## src/rtl/multicycle_control_fsm_if.sv

```systemverilog
// ============================================================================
// Module   : multicycle_control_fsm_if
// Purpose  : Instruction/data memory request-ready handshake bundle.
// Revision : 1.0
// ============================================================================
`default_nettype none

interface multicycle_control_fsm_if;
    logic instr_req;
    logic i_ready;
    logic data_req;
    logic data_we;
    logic d_ready;

    modport master (
        output instr_req,
        output data_req,
        output data_we,
        input  i_ready,
        input  d_ready
    );

    modport slave (
        input  instr_req,
        input  data_req,
        input  data_we,
        output i_ready,
        output d_ready
    );
endinterface

`default_nettype wire

```

## src/rtl/multicycle_control_fsm.sv

```systemverilog
// ============================================================================
// Module   : multicycle_control_fsm
// Purpose  : Multi-cycle RV32I control unit with wait-state handshakes,
//            illegal-instruction and bus-timeout traps, retired counter.
// Revision : 1.0
// ============================================================================
`default_nettype none

module multicycle_control_fsm #(
    parameter int TIMEOUT = 16,
    parameter int CNT_W   = 32
) (
    input  wire logic              clk,
    input  wire logic              rst,
    multicycle_control_fsm_if.master mem,
    input  wire logic [2:0]        fun3,
    input  wire logic [6:0]        fun7,
    input  wire logic              i_type,
    input  wire logic              r_type,
    input  wire logic              load,
    input  wire logic              store,
    input  wire logic              branch,
    input  wire logic              jal,
    input  wire logic              jalr,
    input  wire logic              lui,
    input  wire logic              auipc,
    input  wire logic              branch_taken,
    output logic                   ir_write,
    output logic                   pc_write,
    output logic                   pc_sel,
    output logic                   reg_write,
    output logic [1:0]             mem_to_reg,
    output logic                   operand_a,
    output logic                   operand_b,
    output logic [2:0]             imm_sel,
    output logic [3:0]             alu_control,
    output logic                   trap,
    output logic [1:0]             trap_cause,
    output logic [CNT_W-1:0]       instret
);

    localparam int TO_W = $clog2(TIMEOUT + 1) + 1;

    localparam logic [3:0] ALU_ADD  = 4'b0000;
    localparam logic [3:0] ALU_SUB  = 4'b0001;
    localparam logic [3:0] ALU_SLL  = 4'b0010;
    localparam logic [3:0] ALU_SLT  = 4'b0011;
    localparam logic [3:0] ALU_SLTU = 4'b0100;
    localparam logic [3:0] ALU_XOR  = 4'b0101;
    localparam logic [3:0] ALU_SRL  = 4'b0110;
    localparam logic [3:0] ALU_SRA  = 4'b0111;
    localparam logic [3:0] ALU_OR   = 4'b1000;
    localparam logic [3:0] ALU_AND  = 4'b1001;
    localparam logic [3:0] ALU_PASS = 4'b1111;

    typedef enum logic [2:0] {
        S_IDLE    = 3'd0,
        S_FETCH   = 3'd1,
        S_DECODE  = 3'd2,
        S_EXECUTE = 3'd3,
        S_MEM     = 3'd4,
        S_WB      = 3'd5,
        S_TRAP    = 3'd6
    } state_t;

    state_t            state;
    state_t            state_next;
    logic [TO_W-1:0]   wait_cnt;
    logic              timeout_hit;
    logic              illegal;
    logic              alt;
    logic [3:0]        dec_alu;
    logic [2:0]        dec_imm;
    logic [1:0]        dec_m2r;
    logic              is_load;
    logic              is_store;
    logic              is_branch;
    logic              is_link;
    logic              retire;
    logic [1:0]        cause_next;
    logic              instr_req_c;
    logic              data_req_c;
    logic              data_we_c;

    assign alt         = (fun7 == 7'b0100000);
    assign timeout_hit = (TIMEOUT != 0) && (wait_cnt == TO_W'(TIMEOUT - 1));

    always_comb begin
        illegal = !$onehot({i_type, r_type, load, store, branch, jal, jalr, lui, auipc});
        if (r_type && !((fun7 == 7'b0) || (alt && (fun3 == 3'b000 || fun3 == 3'b101))))
            illegal = 1'b1;
        if (i_type && fun3 == 3'b001 && fun7 != 7'b0)
            illegal = 1'b1;
        if (i_type && fun3 == 3'b101 && fun7 != 7'b0 && !alt)
            illegal = 1'b1;
        if (load && (fun3 == 3'b011 || fun3 == 3'b110 || fun3 == 3'b111))
            illegal = 1'b1;
        if (store && fun3 > 3'b010)
            illegal = 1'b1;
        if (branch && (fun3 == 3'b010 || fun3 == 3'b011))
            illegal = 1'b1;
        if (jalr && fun3 != 3'b000)
            illegal = 1'b1;
    end

    always_comb begin
        dec_alu = ALU_ADD;
        if (lui) begin
            dec_alu = ALU_PASS;
        end else if (r_type || i_type) begin
            case (fun3)
                3'b000:  dec_alu = (r_type && alt) ? ALU_SUB : ALU_ADD;
                3'b001:  dec_alu = ALU_SLL;
                3'b010:  dec_alu = ALU_SLT;
                3'b011:  dec_alu = ALU_SLTU;
                3'b100:  dec_alu = ALU_XOR;
                3'b101:  dec_alu = alt ? ALU_SRA : ALU_SRL;
                3'b110:  dec_alu = ALU_OR;
                default: dec_alu = ALU_AND;
            endcase
        end
        dec_imm = 3'b000;
        if (store)             dec_imm = 3'b001;
        else if (branch)       dec_imm = 3'b010;
        else if (jal)          dec_imm = 3'b011;
        else if (lui || auipc) dec_imm = 3'b100;
        dec_m2r = load ? 2'b01 : ((jal || jalr) ? 2'b10 : 2'b00);
    end

    always_ff @(posedge clk or negedge rst) begin
        if (!rst) state <= S_IDLE;
        else      state <= state_next;
    end

    always_comb begin
        state_next  = state;
        instr_req_c = 1'b0;
        data_req_c  = 1'b0;
        data_we_c   = 1'b0;
        ir_write    = 1'b0;
        pc_write    = 1'b0;
        pc_sel      = 1'b0;
        reg_write   = 1'b0;
        retire      = 1'b0;
        cause_next  = 2'b00;
        case (state)
            S_IDLE: state_next = S_FETCH;
            S_FETCH: begin
                instr_req_c = 1'b1;
                if (mem.i_ready) begin
                    ir_write   = 1'b1;
                    state_next = S_DECODE;
                end else if (timeout_hit) begin
                    cause_next = 2'b01;
                    state_next = S_TRAP;
                end
            end
            S_DECODE: begin
                if (illegal) begin
                    cause_next = 2'b10;
                    state_next = S_TRAP;
                end else begin
                    state_next = S_EXECUTE;
                end
            end
            S_EXECUTE: begin
                if (is_load || is_store) begin
                    state_next = S_MEM;
                end else if (is_branch) begin
                    pc_write   = 1'b1;
                    pc_sel     = branch_taken;
                    retire     = 1'b1;
                    state_next = S_FETCH;
                end else begin
                    state_next = S_WB;
                end
            end
            S_MEM: begin
                data_req_c = 1'b1;
                data_we_c  = is_store;
                if (mem.d_ready) begin
                    if (is_store) begin
                        pc_write   = 1'b1;
                        retire     = 1'b1;
                        state_next = S_FETCH;
                    end else begin
                        state_next = S_WB;
                    end
                end else if (timeout_hit) begin
                    cause_next = 2'b01;
                    state_next = S_TRAP;
                end
            end
            S_WB: begin
                reg_write  = 1'b1;
                pc_write   = 1'b1;
                pc_sel     = is_link;
                retire     = 1'b1;
                state_next = S_FETCH;
            end
            S_TRAP:  state_next = S_TRAP;
            default: state_next = S_IDLE;
        endcase
    end

    assign mem.instr_req = instr_req_c;
    assign mem.data_req  = data_req_c;
    assign mem.data_we   = data_we_c;
    assign trap          = (state == S_TRAP);

    // Instruction class is latched at DECODE so later states ignore the live flags.
    always_ff @(posedge clk or negedge rst) begin
        if (!rst) begin
            wait_cnt    <= '0;
            imm_sel     <= 3'b000;
            operand_a   <= 1'b0;
            operand_b   <= 1'b0;
            mem_to_reg  <= 2'b00;
            alu_control <= 4'b0000;
            is_load     <= 1'b0;
            is_store    <= 1'b0;
            is_branch   <= 1'b0;
            is_link     <= 1'b0;
            trap_cause  <= 2'b00;
            instret     <= '0;
        end else begin
            if ((state == S_FETCH || state == S_MEM) && state_next == state)
                wait_cnt <= wait_cnt + TO_W'(1);
            else
                wait_cnt <= '0;
            if (state == S_DECODE) begin
                imm_sel     <= dec_imm;
                operand_a   <= branch || jal || auipc;
                operand_b   <= !r_type;
                mem_to_reg  <= dec_m2r;
                alu_control <= dec_alu;
                is_load     <= load;
                is_store    <= store;
                is_branch   <= branch;
                is_link     <= jal || jalr;
            end
            if (state != S_TRAP && state_next == S_TRAP)
                trap_cause <= cause_next;
            if (retire)
                instret <= instret + CNT_W'(1);
        end
    end

endmodule

`default_nettype wire
```

## src/flat_wrapper.sv

```systemverilog
// flat-port wrapper written by rule: the top's interface ports become plain ports
module multicycle_control_fsm_flat 
#(
    parameter int TIMEOUT = 16,
    parameter int CNT_W   = 32
)
  (clk, rst, fun3, fun7, i_type, r_type, load, store, branch, jal, jalr, lui, auipc, branch_taken, ir_write, pc_write, pc_sel, reg_write, mem_to_reg, operand_a, operand_b, imm_sel, alu_control, trap, trap_cause, instret, mem_instr_req, mem_data_req, mem_data_we, mem_i_ready, mem_d_ready);
  multicycle_control_fsm_if mem_i ();
  input  wire logic clk;
  input  wire logic rst;
  input  wire logic [2:0] fun3;
  input  wire logic [6:0] fun7;
  input  wire logic i_type;
  input  wire logic r_type;
  input  wire logic load;
  input  wire logic store;
  input  wire logic branch;
  input  wire logic jal;
  input  wire logic jalr;
  input  wire logic lui;
  input  wire logic auipc;
  input  wire logic branch_taken;
  output logic ir_write;
  output logic pc_write;
  output logic pc_sel;
  output logic reg_write;
  output logic [1:0] mem_to_reg;
  output logic operand_a;
  output logic operand_b;
  output logic [2:0] imm_sel;
  output logic [3:0] alu_control;
  output logic trap;
  output logic [1:0] trap_cause;
  output logic [CNT_W-1:0] instret;
  output wire logic [$bits(mem_i.instr_req)-1:0] mem_instr_req;
  output wire logic [$bits(mem_i.data_req)-1:0] mem_data_req;
  output wire logic [$bits(mem_i.data_we)-1:0] mem_data_we;
  input wire logic [$bits(mem_i.i_ready)-1:0] mem_i_ready;
  input wire logic [$bits(mem_i.d_ready)-1:0] mem_d_ready;
  assign mem_instr_req = mem_i.instr_req;
  assign mem_data_req = mem_i.data_req;
  assign mem_data_we = mem_i.data_we;
  assign mem_i.i_ready = mem_i_ready;
  assign mem_i.d_ready = mem_d_ready;
  multicycle_control_fsm #(.TIMEOUT(TIMEOUT), .CNT_W(CNT_W)) u_core (.clk(clk), .rst(rst), .mem(mem_i), .fun3(fun3), .fun7(fun7), .i_type(i_type), .r_type(r_type), .load(load), .store(store), .branch(branch), .jal(jal), .jalr(jalr), .lui(lui), .auipc(auipc), .branch_taken(branch_taken), .ir_write(ir_write), .pc_write(pc_write), .pc_sel(pc_sel), .reg_write(reg_write), .mem_to_reg(mem_to_reg), .operand_a(operand_a), .operand_b(operand_b), .imm_sel(imm_sel), .alu_control(alu_control), .trap(trap), .trap_cause(trap_cause), .instret(instret));
endmodule
```

## config.mk

```make
export PLATFORM = sky130hd
export DESIGN_NAME = multicycle_control_fsm_flat
export DESIGN_NICKNAME = d
export VERILOG_FILES = /design/src/rtl/multicycle_control_fsm_if.sv /design/src/rtl/multicycle_control_fsm.sv /design/src/flat_wrapper.sv
export SDC_FILE = /design/constraint.sdc
export NUM_CORES = 1
export LEC_CHECK = 0
export CORE_UTILIZATION = 35
export DETAILED_ROUTE_END_ITERATION = 10
export PLACE_DENSITY = 0.65
export SETUP_SLACK_MARGIN = 0.02
export SYNTH_ARGS = -nofsm -noshare
export SYNTH_HDL_FRONTEND = slang
export SYNTH_SLANG_ARGS = --single-unit
```

## constraint.sdc

```tcl
create_clock -name clk -period 3.7 [get_ports clk]
set_input_delay 0.74 -clock clk [delete_from_list [all_inputs] [get_ports clk]]
set_output_delay 0.74 -clock clk [all_outputs]
set_load 0.02 [all_outputs]
```

* After elaboration in Yosys (flattened, before gate mapping)
Cells that the tools add are included. W data, S select, Z words.
Word-level totals: register bits 58, input port bits 24, output and inout port bits 53, word-level logic and storage cells 125
Operators by class: $add $sub $neg 10, order comparisons 1, equality and inequality tests 19, muxes and demuxes 46, reduce and logical (&&, ||, !) cells 36
Operators with widths (number):
- $mux W3 | 11
- $add A32 B1 Y32 const B | 1
- $pmux W4 S7 | 1
- $eq A3 B3 Y1 const B | 8
- $mux W1 | 23
- $pmux W3 S6 | 1
- $logic_and A1 B1 Y1 | 14
- $add A4 B4 Y4 | 3
- $eq A3 B2 Y1 const B | 4
- $logic_or A1 B1 Y1 | 12
- $add A1 B1 Y2 | 4
- $mux W2 | 4
- $mux W4 | 2
- $eq A7 B6 Y1 const B | 1
- $logic_not A7 Y1 | 1
- $reduce_bool A7 Y1 | 1
- $add A6 B1 Y6 const B | 1
- $eq A3 B1 Y1 const B | 2
- $eq A6 B4 Y1 const B | 1
- $logic_not A3 Y1 | 2
- $mux W6 | 1
- $pmux W2 S3 | 1
- $add A4 B1 Y4 | 1
- $eq A4 B1 Y1 const B | 1
- other kinds (8) | 11

* Longest topological paths before layout
depth in word-level cells 18, gate-level depth with buffers 13, depth with buffers taken out 13

* Worst setup path after synthesis
OpenSTA, ideal clock, no wires.
kind input-to-reg, start point input port lui, end point register u_core.trap_cause[0], library setup time 127 ps, data arrival time 3496 ps, data required time 3573 ps, setup slack 77 ps, stages 12, buffers on the path 0, cells stage by stage ha_1 -> fa_1 -> inv_1 -> fa_1 -> inv_1 -> ha_1 -> fa_1 -> nor4_1 -> nand4_1 -> o21a_1 -> o21ai_0 -> a21oi_1
Between the ends: cells in the longest elaborated chain, start to end 17
RTL lines:
- start, declared | RTL line flat_wrapper.sv:20 | input wire logic lui;
- $add A1 B1 Y2 (implied by the code) | RTL line multicycle_control_fsm.sv:89 | illegal = !$onehot({i_type, r_type, load, store, branch, jal, jalr, lui, auipc});
- $add A4 B4 Y4 (implied by the code) (2 in a row) | RTL line multicycle_control_fsm.sv:89
- $add A4 B1 Y4 (implied by the code) | RTL line multicycle_control_fsm.sv:89
- $eq A4 B1 Y1 | RTL line multicycle_control_fsm.sv:89
- $logic_not A1 Y1 | RTL line multicycle_control_fsm.sv:89
- $mux W1 | RTL line multicycle_control_fsm.sv:90 | if (r_type && !((fun7 == 7'b0) || (alt && (fun3 == 3'b000 || fun3 == 3'b101))))
- $mux W1 | RTL line multicycle_control_fsm.sv:92 | if (i_type && fun3 == 3'b001 && fun7 != 7'b0)
- $mux W1 | RTL line multicycle_control_fsm.sv:94 | if (i_type && fun3 == 3'b101 && fun7 != 7'b0 && !alt)
- $mux W1 | RTL line multicycle_control_fsm.sv:96 | if (load && (fun3 == 3'b011 || fun3 == 3'b110 || fun3 == 3'b111))
- $mux W1 | RTL line multicycle_control_fsm.sv:98 | if (store && fun3 > 3'b010)
- $mux W1 | RTL line multicycle_control_fsm.sv:100 | if (branch && (fun3 == 3'b010 || fun3 == 3'b011))
- $mux W1 | RTL line multicycle_control_fsm.sv:102 | if (jalr && fun3 != 3'b000)
- $mux W3 | RTL line multicycle_control_fsm.sv:159 | if (illegal) begin
- $pmux W3 S6 | RTL line multicycle_control_fsm.sv:146 | case (state)
- $eq A3 B3 Y1 | RTL line multicycle_control_fsm.sv:242 | if (state != S_TRAP && state_next == S_TRAP)
- $logic_and A1 B1 Y1 | RTL line multicycle_control_fsm.sv:242
- end signal, assigned | RTL line multicycle_control_fsm.sv:243 | trap_cause <= cause_next;
- end, declared | RTL line multicycle_control_fsm.sv:38 | output logic [1:0] trap_cause,
Every way passes these cells. A chain may end at the register's enable or synchronous reset.

* Worst setup path in the final report
start point input port branch, end point register u_core.trap_cause[1]
Between the ends: cells in the longest elaborated chain, start to end 17, elaborated cells on any way between the ends 20, those cells by class 4 x add/sub; 2 x eq/ne; 11 x mux; 3 x reduce/logical
RTL lines:
- start, declared | RTL line flat_wrapper.sv:17 | input wire logic branch;
- $add A1 B1 Y2 (implied by the code) | RTL line multicycle_control_fsm.sv:89
- $add A4 B4 Y4 (implied by the code) (2 in a row) | RTL line multicycle_control_fsm.sv:89
- $add A4 B1 Y4 (implied by the code) | RTL line multicycle_control_fsm.sv:89
- $eq A4 B1 Y1 | RTL line multicycle_control_fsm.sv:89
- $logic_not A1 Y1 | RTL line multicycle_control_fsm.sv:89
- $mux W1 | RTL line multicycle_control_fsm.sv:90
- $mux W1 | RTL line multicycle_control_fsm.sv:92
- $mux W1 | RTL line multicycle_control_fsm.sv:94
- $mux W1 | RTL line multicycle_control_fsm.sv:96
- $mux W1 | RTL line multicycle_control_fsm.sv:98
- $mux W1 * | RTL line multicycle_control_fsm.sv:100
- $mux W1 * | RTL line multicycle_control_fsm.sv:102
- $mux W3 | RTL line multicycle_control_fsm.sv:159
- $pmux W3 S6 | RTL line multicycle_control_fsm.sv:146
- $eq A3 B3 Y1 | RTL line multicycle_control_fsm.sv:242
- $logic_and A1 B1 Y1 | RTL line multicycle_control_fsm.sv:242
Mark *: on every way between the ends. The rest lies on a longest branch, timed or not.

==> out/qor.csv <==
metric,value,unit
required,3920,ps
clock_skew,7.614,ps
yosysSeqAreaShare,46.10,%
fin_crit,3538,ps
die_w,96.03,microns
synthFlopType,dfrtp_1,
max_cap_violations,0,
vias,2528,
cts-htree-levels,3,
synthesis.nets,360,
rows,33,
reg2reg_from,u_core.state[1]$_DFF_PN0_,
netlist_instances,322,
antenna_found_initial,0,
groute.usage.overall,16.09,%
worst_slew_pin_slew,913.8,ps
top_regs,"u_core.instret x32, u_core.wait_cnt x6, u_core.alu_control x4",
cts_tree,built,
routed_wl,6.895,mm
dpl_cell_area,3994,sq um
cts.reportedPaths.clkPinSlew,70,ps
vias_per_cell,4.899,
fin_setup_tns,0,ps
dieArea,9221,sq um
cp.arrival,3760,ps
post-route-util,50.44,%
drive_gt1_share,11.19,%
ctsHoldBuffers,0,
async_flop_share,100.0,%
antennaDiodeCount,0,
grt_pass1_vias,2372,
numCtsBuffers,9,
irDropWorstVdd,0.2201,mV
cp_max_fo,3,
synth_edf_count,0,
ant_nets,0,
fin_area,4228,sq um
synth-seq-cells,57,
post_cts_buffers,0,
p_leak,1.899,nW
dpl.cell_count,501,
syn_avg_cell_area,9.609,sq um
port_buffers,76,
r2r_setup_slack,1500,ps
dp_hpwl,5.258,mm
die_h,96.03,microns
first_iter_violations,49,
wl_per_cell,13.36,microns
drc,0,
place_congestion,0.8680,
overflow,0,
syn_to_final_growth,36.64,%
hold_viol_final,0,
power_density,569.3,nW/um^2
drv_slew,0,
setup_viol_count_final,0,
largest_reg_flops,32,
synth_area,3094,sq um
cts_sinks,57,
fillCellCount,798,
r2r_end,u_core.instret[31]$_DFFE_PN0P_,
stdcell_count,516,
worstRegToRegCells,6,
ios,77,
synth_cell_type_count,49,
start_kind,input port,
fp.coreArea,8382,sq um
relSlewSlack,38.95,%
rsz0062_at_grt,false,
clk_latency,330,ps
crit_path_end_kind,flop,
grt_pass1_wl,11.16,mm
dr.pass1.iters,4,
status,"complete, no violations",
clock_path_buffers,2,
nets,445,
fmax,282.7,MHz
regMostFlops,u_core.instret,
total_power,2.407,mW
fin_crit_sh,95.61,%
root_buffer,clkbuf_8,
hold_path.class,in -> async,
worst-setup-path-type,in -> reg,
start_util,36.92,%
grt_max_degree,31,
yosys_warnings,0,
[worst max path at each step]
stage / startpoint / endpoint / slack, ps
6_report: branch / u_core.trap_cause[1]$_DFFE_PN0P_ / 160
5_1_grt: branch / u_core.trap_cause[1]$_DFFE_PN0P_ / 30
4_1_cts: branch / u_core.trap_cause[1]$_DFFE_PN0P_ / 30
3_5_place_dp: lui / u_core.trap_cause[0]$_DFFE_PN0P_ / -740
3_3_place_gp: lui / u_core.trap_cause[0]$_DFFE_PN0P_ / -670
2_1_floorplan: lui / u_core.trap_cause[0]$_DFFE_PN0P_ / 80
[critical path: stages]
cell,delay (ps)
clkdlybuf4s15_1,190
ha_2,200
fa_1,530
inv_1,50
fa_1,520
inv_1,40
ha_2,180
fa_2,480
nor4_2,140
nand4_1,150
o21a_1,250
buf_4,140
a21o_1,140
[placed cells by master (no fill, tap or decap), drive strengths merged, types with 2 or more instances in the layout]
cell type,instances
nor2,28
clkdlybuf4s15,4
dlygate4sd2,3
fa,5
and2,3
inv,31
nand4,9
a31oi,4
nor2b,3
dfrtp,57
nand2b,2
nand2,34
nor4,5
and3,3
o21ai,16
o31ai,3
a21oi,10
ha,9
buf,10
nand3b,4
nor3,12
clkbuf,14
xor2,15
or3,3
xnor2,20
clkdlybuf4s50,67
or2,3
nand3,17
[report_power, final]
part           internal, mW  total (mW)  switching [mW]
combinational         0.419       0.877           0.458
sequential            0.757       0.904           0.147
clock                 0.380       0.625           0.245
[per-layer routing]
layer / part of all wire, % / GRT usage, % / up-vias
li1: - / - / 1251
met1: 45 / 19.84 / 1199
met2: 49 / 27.01 / 71
met3: 4.9 / 4.344 / 7
met4: 1.2 / 5.597 / 0
met5: 0 / 0 / -
[logic make-up after synthesis]
family / count (synthesis) / share of synthesized area (%)
compound gates: 41 / 8.411
xor+xnor: 35 / 9.907
fa+ha+maj: 15 / 7.198
buf+inv: 42 / 5.540
flops: 57 / 46.10
mux: 1 / 0.3639
simple gates: 131 / 22.48
[Yosys cell counts (all sizes together), types with 2 or more instances]
library cell	instances	area, sq um
nand3	17	85.08
nand3b	4	30.03
dfrtp	57	1426
a21oi	10	50.05
xor2	15	131.4
nand2	34	127.6
nor3	12	60.06
clkbuf	8	31.28
nor2b	3	26.27
xnor2	20	175.2
and3	3	18.77
fa	5	100.1
inv	31	116.4
nand4	9	71.32
or2	3	18.77
o31ai	3	22.52
nor4	5	52.55
a31oi	4	25.02
o21ai	16	80.08
and2	3	20.02
ha	9	112.6
nor2	28	105.1
buf	3	23.77
nand2b	2	12.51
or3	3	18.77
[through the flow]
stage	hold slack (ps)	worst slack, ps
after floorplan	432.9	76.77
after global placement	449.0	-668.3
after detailed placement	458.3	-743.4
after CTS	441.7	27.63
after global routing	465.6	25.86
final	423.9	162.4
[final cells by class]
| class | count | area, sq um | area share [%] |
|---|---|---|---|
| sequential | 57 | 1426 | 33.74 |
| tap | 105 | 131.4 | 3.107 |
| timing repair buffer | 85 | 815.8 | 19.30 |
| multi-input combinational | 223 | 1524 | 36.05 |
| clock inverter | 2 | 35.03 | 0.8286 |
| clock buffer | 13 | 178.9 | 4.232 |
| inverter | 31 | 116.4 | 2.752 |
[timing repair]
action / 4_1_cts / 5_1_grt
pin swaps: 10 / 3
resized for setup: 20 / 5
endpoints found under the setup margin: 4 / 3
cloned: 0 / 0
(Power assumes the default switching activity.)
